## config.mk

```make
export PLATFORM = sky130hd
export DESIGN_NAME = fetch_stage
export DESIGN_NICKNAME = d
export VERILOG_FILES = /design/src/rtl/fetch_stage.sv
export SDC_FILE = /design/constraint.sdc
export NUM_CORES = 1
export LEC_CHECK = 0
export CORE_MARGIN = 2
export CORE_UTILIZATION = 45
export CTS_CLUSTER_DIAMETER = 50
export DETAILED_ROUTE_END_ITERATION = 12
export PLACE_DENSITY = 0.71
export SLEW_MARGIN = 20
export SYNTH_ARGS = -nofsm -noshare
export SYNTH_HDL_FRONTEND = slang
export SYNTH_SLANG_ARGS = --single-unit
```

## constraint.sdc

```tcl
create_clock -name clk -period 3.65 [get_ports clk]
set_input_delay 0.5475 -clock clk [delete_from_list [all_inputs] [get_ports clk]]
set_output_delay 0.5475 -clock clk [all_outputs]
set_load 0.01 [all_outputs]
```

## src/rtl/fetch_stage.sv

```systemverilog
// rtl/fetch_stage.sv - instruction fetch stage with a single outstanding imem read
//
// Holds the fetch PC, issues one read at a time over a req/ack/rvalid handshake
// and registers each returned word with its PC for decode. Supports downstream
// stall (with a one-entry hold buffer), redirect/flush from branch resolution,
// and an optional fetch-time J redirect.
//
// Optional feature macro: FETCH_JUMP_EN (fetch-time jump for opcode 6'b001101).
//
// Ports:
//   clk, rst_n            clock (rising edge), asynchronous active-low reset
//   stall                 decode cannot accept; output register held
//   redirect, redirect_pc flush pulse and new PC from branch resolution
//   imem_req, imem_addr   read request and word-aligned byte address
//   imem_ack              request accepted this cycle
//   imem_rvalid, imem_rdata  read response
//   instr, pc_out, valid_out registered instruction, its PC, and its valid flag

module fetch_stage #(
    parameter int unsigned      WIDTH     = 32,
    parameter logic [WIDTH-1:0] RESET_PC  = '0,
    parameter logic [WIDTH-1:0] NOP_INSTR = {6'b111111, {(WIDTH-6){1'b0}}}
) (
    input  logic             clk,
    input  logic             rst_n,
    input  logic             stall,
    input  logic             redirect,
    input  logic [WIDTH-1:0] redirect_pc,
    output logic             imem_req,
    output logic [WIDTH-1:0] imem_addr,
    input  logic             imem_ack,
    input  logic             imem_rvalid,
    input  logic [WIDTH-1:0] imem_rdata,
    output logic [WIDTH-1:0] instr,
    output logic [WIDTH-1:0] pc_out,
    output logic             valid_out
);

    typedef enum logic [1:0] {
        S_IDLE = 2'd0,
        S_REQ  = 2'd1,
        S_WAIT = 2'd2,
        S_HOLD = 2'd3
    } state_t;

    state_t state;
    state_t state_next;

    logic [WIDTH-1:0] pc;
    logic [WIDTH-1:0] pc_next;
    logic [WIDTH-1:0] pc_seq;
    logic [WIDTH-1:0] pc_accept;
    logic [WIDTH-1:0] addr_q;
    logic [WIDTH-1:0] hold_instr;
    logic [WIDTH-1:0] hold_pc;
    logic             drop;
    logic             rsp_take;
    logic             rsp_accept;
    logic             out_free;

    // A response is only meaningful while a read is outstanding. It is
    // discarded if an earlier redirect marked it stale or a redirect arrives
    // in the same cycle.
    assign rsp_take   = (state == S_WAIT) && imem_rvalid;
    assign rsp_accept = rsp_take && !drop && !redirect;
    assign out_free   = !valid_out || !stall;
    assign pc_seq     = pc + WIDTH'(4);

    always_comb begin
        pc_accept = pc_seq;
`ifdef FETCH_JUMP_EN
        // J resolves at fetch: region bits come from pc+4, target from the word.
        if (imem_rdata[31:26] == 6'b001101) begin
            pc_accept = {pc_seq[31:28], imem_rdata[25:0], 2'b00};
        end
`endif
    end

    always_comb begin
        pc_next = pc;
        if (redirect) begin
            pc_next = redirect_pc;
        end else if (rsp_accept) begin
            pc_next = pc_accept;
        end
    end

    // State register
    always_ff @(posedge clk or negedge rst_n) begin
        if (!rst_n) begin
            state <= S_IDLE;
        end else begin
            state <= state_next;
        end
    end

    // Next-state logic. HOLD doubles as the "hold buffer occupied" flag.
    always_comb begin
        state_next = state;
        case (state)
            S_IDLE: state_next = S_REQ;
            S_REQ: begin
                if (imem_ack) begin
                    state_next = S_WAIT;
                end
            end
            S_WAIT: begin
                if (rsp_take) begin
                    state_next = (rsp_accept && !out_free) ? S_HOLD : S_REQ;
                end
            end
            S_HOLD: begin
                if (redirect || !stall) begin
                    state_next = S_REQ;
                end
            end
            default: state_next = S_IDLE;
        endcase
    end

    // Output logic
    always_comb begin
        imem_req  = (state == S_REQ);
        imem_addr = addr_q;
    end

    // Datapath: PC, request address, drop flag, hold buffer, output register.
    always_ff @(posedge clk or negedge rst_n) begin
        if (!rst_n) begin
            pc         <= RESET_PC;
            addr_q     <= RESET_PC;
            drop       <= 1'b0;
            hold_instr <= NOP_INSTR;
            hold_pc    <= '0;
            instr      <= NOP_INSTR;
            pc_out     <= '0;
            valid_out  <= 1'b0;
        end else begin
            pc <= pc_next;

            // The address is latched only when a new request starts, so a
            // redirect during an unacknowledged request leaves it untouched.
            if ((state_next == S_REQ) && (state != S_REQ)) begin
                addr_q <= pc_next;
            end

            if (rsp_take) begin
                drop <= 1'b0;
            end else if (redirect && ((state == S_REQ) || (state == S_WAIT))) begin
                drop <= 1'b1;
            end

            if (redirect) begin
                instr     <= NOP_INSTR;
                valid_out <= 1'b0;
            end else if (rsp_accept) begin
                if (out_free) begin
                    instr     <= imem_rdata;
                    pc_out    <= pc;
                    valid_out <= 1'b1;
                end else begin
                    hold_instr <= imem_rdata;
                    hold_pc    <= pc;
                end
            end else if ((state == S_HOLD) && !stall) begin
                instr     <= hold_instr;
                pc_out    <= hold_pc;
                valid_out <= 1'b1;
            end else if (!stall) begin
                instr     <= NOP_INSTR;
                valid_out <= 1'b0;
            end
        end
    end

endmodule

```

==> impl_metrics.toml <==
[synth]
yosys-top-cells-area = "dfrtp_1, nand2_1, dfstp_2"
synth_flop_cell = "dfrtp_1"
avgSynthCellArea_um2 = 9.20
yosys_register_bits = 196
yosys.area.top_type = "dfrtp_1"
synth-edff-count = 0
async_flop_share_pct = 100
synthesis.nets = 1041
syn_area_um2 = 8880
synth_common_cells = "nand2_1, dfrtp_1, nor2_1"
netlist.area_leader.share_pct = 51.9
yosysWarnings = 0
synth.distinct_cells = 50
syn_inst = 965
synth_most_common_cell = "nand2_1"
seq_area_frac_synth_pct = 55.4

[critical_path]
start_kind = "flop"
reg2reg_depth = 7
r2r_slack_ns = 0.89
arrival_ns = 3.14
cp-end-kind = "flop"
r2r-start = "state[0]"
crit_required_ns = 4.03
worstPathMaxFanout = 22
rr_endpoint = "imem_addr[27]"
crit_type = "reg -> reg"

[timing]
finalClockSkew_ns = 0.00975
hold_viol = 0
slew_headroom_pct = 46.3
max_freq_mhz = 362
tightestPinTransition_ns = 0.805
period_minus_slack_ns = 2.76
finalSetupViolations = 0
rsz0062_at_grt = "false"
slew_violations = 0
post-route-period-util_pct = 75.6
setup_tns_ns = 0

[finish]
drive_above_1_share_pct = 8.71
num_antenna_cells = 0
finalNonFillerCells = 1379
final_util_pct = 58.6
area_growth_pct = 28.1
final_nets = 1177
n_fill_cell = 1762

[clock_network]
cts_resized = 0
post-cts-setup-buffer-count = 0
cts_buffers = 17
holdBufCountCts = 0
cts_tree = "done"
clk-insertion-delay-late_ns = 0.43
cts_num_sinks = 196
cts_root_buf = "clkbuf_16"
htreeDepth = 4
clk_pin_slew_ns = 0.08
clock_path_buffers = 2

[floorplanning]
placeableCoreArea_um2 = 19400
num_io_pins = 168
dieWidth_um = 144
fp.dieH_um = 144
die_area_um2 = 20900
fp-row-count = 51
initial_core_util_pct = 45.8

[detailed_routing]
drtAntennaViolNets = 0
drt_wl_total_mm = 23.4
avgRoutedWirePerCell_um = 17.0
drc = 0
drtPass1Iterations = 7
vias = 7384
drt-initial-drc-count = 527
vias_per_cell = 5.35

[placement]
gp_congestion = 0.814
hpwl_mm = 15.1
dp_cells = 1347
port_buffers = 167

[pwr]
ir_drop_uv = 386
powerDensity_nw_per_um2 = 601
finalPower_mw = 6.84
leakage_nw = 4.89

[grt]
grt_pass1_wl_mm = 38.3
antenna_found_initial = 0
grt.overflow.total = 0
track_usage_pct = 23.5
grt_max_degree = 99
grt_pass1_vias = 7214

[job]
max_cap_viol_count = 0

[status]
status = "finished, final reports clean"

[worst_hold_path]
min_path_type = "in -> async"
state kept, by name (all words and copies together) (netlist names):
register	flops
state	2
hold_pc	32
drop	1
hold_instr	32
imem_addr	32
valid_out	1
pc_out	32
instr	32
pc	32
cell families (layout without fill, tap and decap cells):
logic type / after synthesis / after routing / share of synthesized area (%)
mux: 25 / 25 / 3.14
fa+ha+maj: 6 / 6 / 0.846
buf+inv: 82 / 231 / 3.88
simple gates: 484 / 484 / 23.6
xor+xnor: 10 / 10 / 0.987
compound gates: 162 / 162 / 12.1
flops: 196 / 196 / 55.4
through the flow:
step           instance area, µm²  hold slack, ns  setup slack [ns]
2_1_floorplan                8880           0.252              1.16
3_3_place_gp                10800           0.447             0.582
3_5_place_dp                10800           0.448             0.542
4_1_cts                     11400           0.230             0.896
5_1_grt                     11400           0.249             0.680
6_report                    11400           0.198             0.890
metal layers:
| layer | up-vias | share of wire (%) | track usage (%) | routed length (µm) |
|---|---|---|---|---|
| li1 | 3560 | - | - | - |
| met1 | 3606 | 46 | 32.7 | 10700 |
| met2 | 194 | 47 | 37.4 | 11100 |
| met3 | 24 | 5.8 | 5.40 | 1370 |
| met4 | 0 | 1.3 | 6.29 | 312 |
| met5 | - | 0 | 0 | 0 |
worst max-delay path: stages, from the launching register on:
cell,delay (ns)
dfrtp_1,0.44
inv_1,0.11
ha_1,0.29
nand4bb_4,0.27
or4_4,0.73
or4_1,0.50
a31oi_1,0.21
mux2_1,0.15
cell usage in the layout (no fill, tap or decap), drive strengths merged, types with 12 or more instances in the layout:
cell,count
o21ai,21
nor2,61
a31oi,43
inv,19
o31ai,15
mux2,23
nand3,40
nand2,316
dfrtp,184
dfstp,12
a21oi,35
clkdlybuf4s50,165
buf,20
a22o,27
clkbuf,18
power by group:
part | switching [mW] | internal (mW) | total [mW]
Clock | 0.925 | 0.920 | 1.85
Sequential | 0.329 | 2.61 | 2.94
Combinational | 0.915 | 1.14 | 2.06
final cells by class:
cell class | instances | area (µm²) | share of cell area, %
Sequential cell | 196 | 4920 | 43.3
Multi-Input combinational cell | 687 | 3660 | 32.2
Timing Repair Buffer | 186 | 1830 | 16.0
Clock buffer | 17 | 425 | 3.74
Tap cell | 265 | 332 | 2.91
Clock inverter | 15 | 163 | 1.43
Inverter | 13 | 48.8 | 0.429
how the worst max path moves through the flow:
stage	from	to	slack, ns	cells past startpoint
finish	state[0]	imem_addr[27]	0.89	7
global route	state[0]	imem_addr[27]	0.68	7
CTS	state[0]	imem_addr[27]	0.90	7
detailed placement	imem_rvalid	imem_addr[27]	0.54	6
global placement	imem_rvalid	imem_addr[27]	0.58	6
floorplan	state[0]	imem_addr[21]	1.16	9
(Power assumes the default switching activity.)
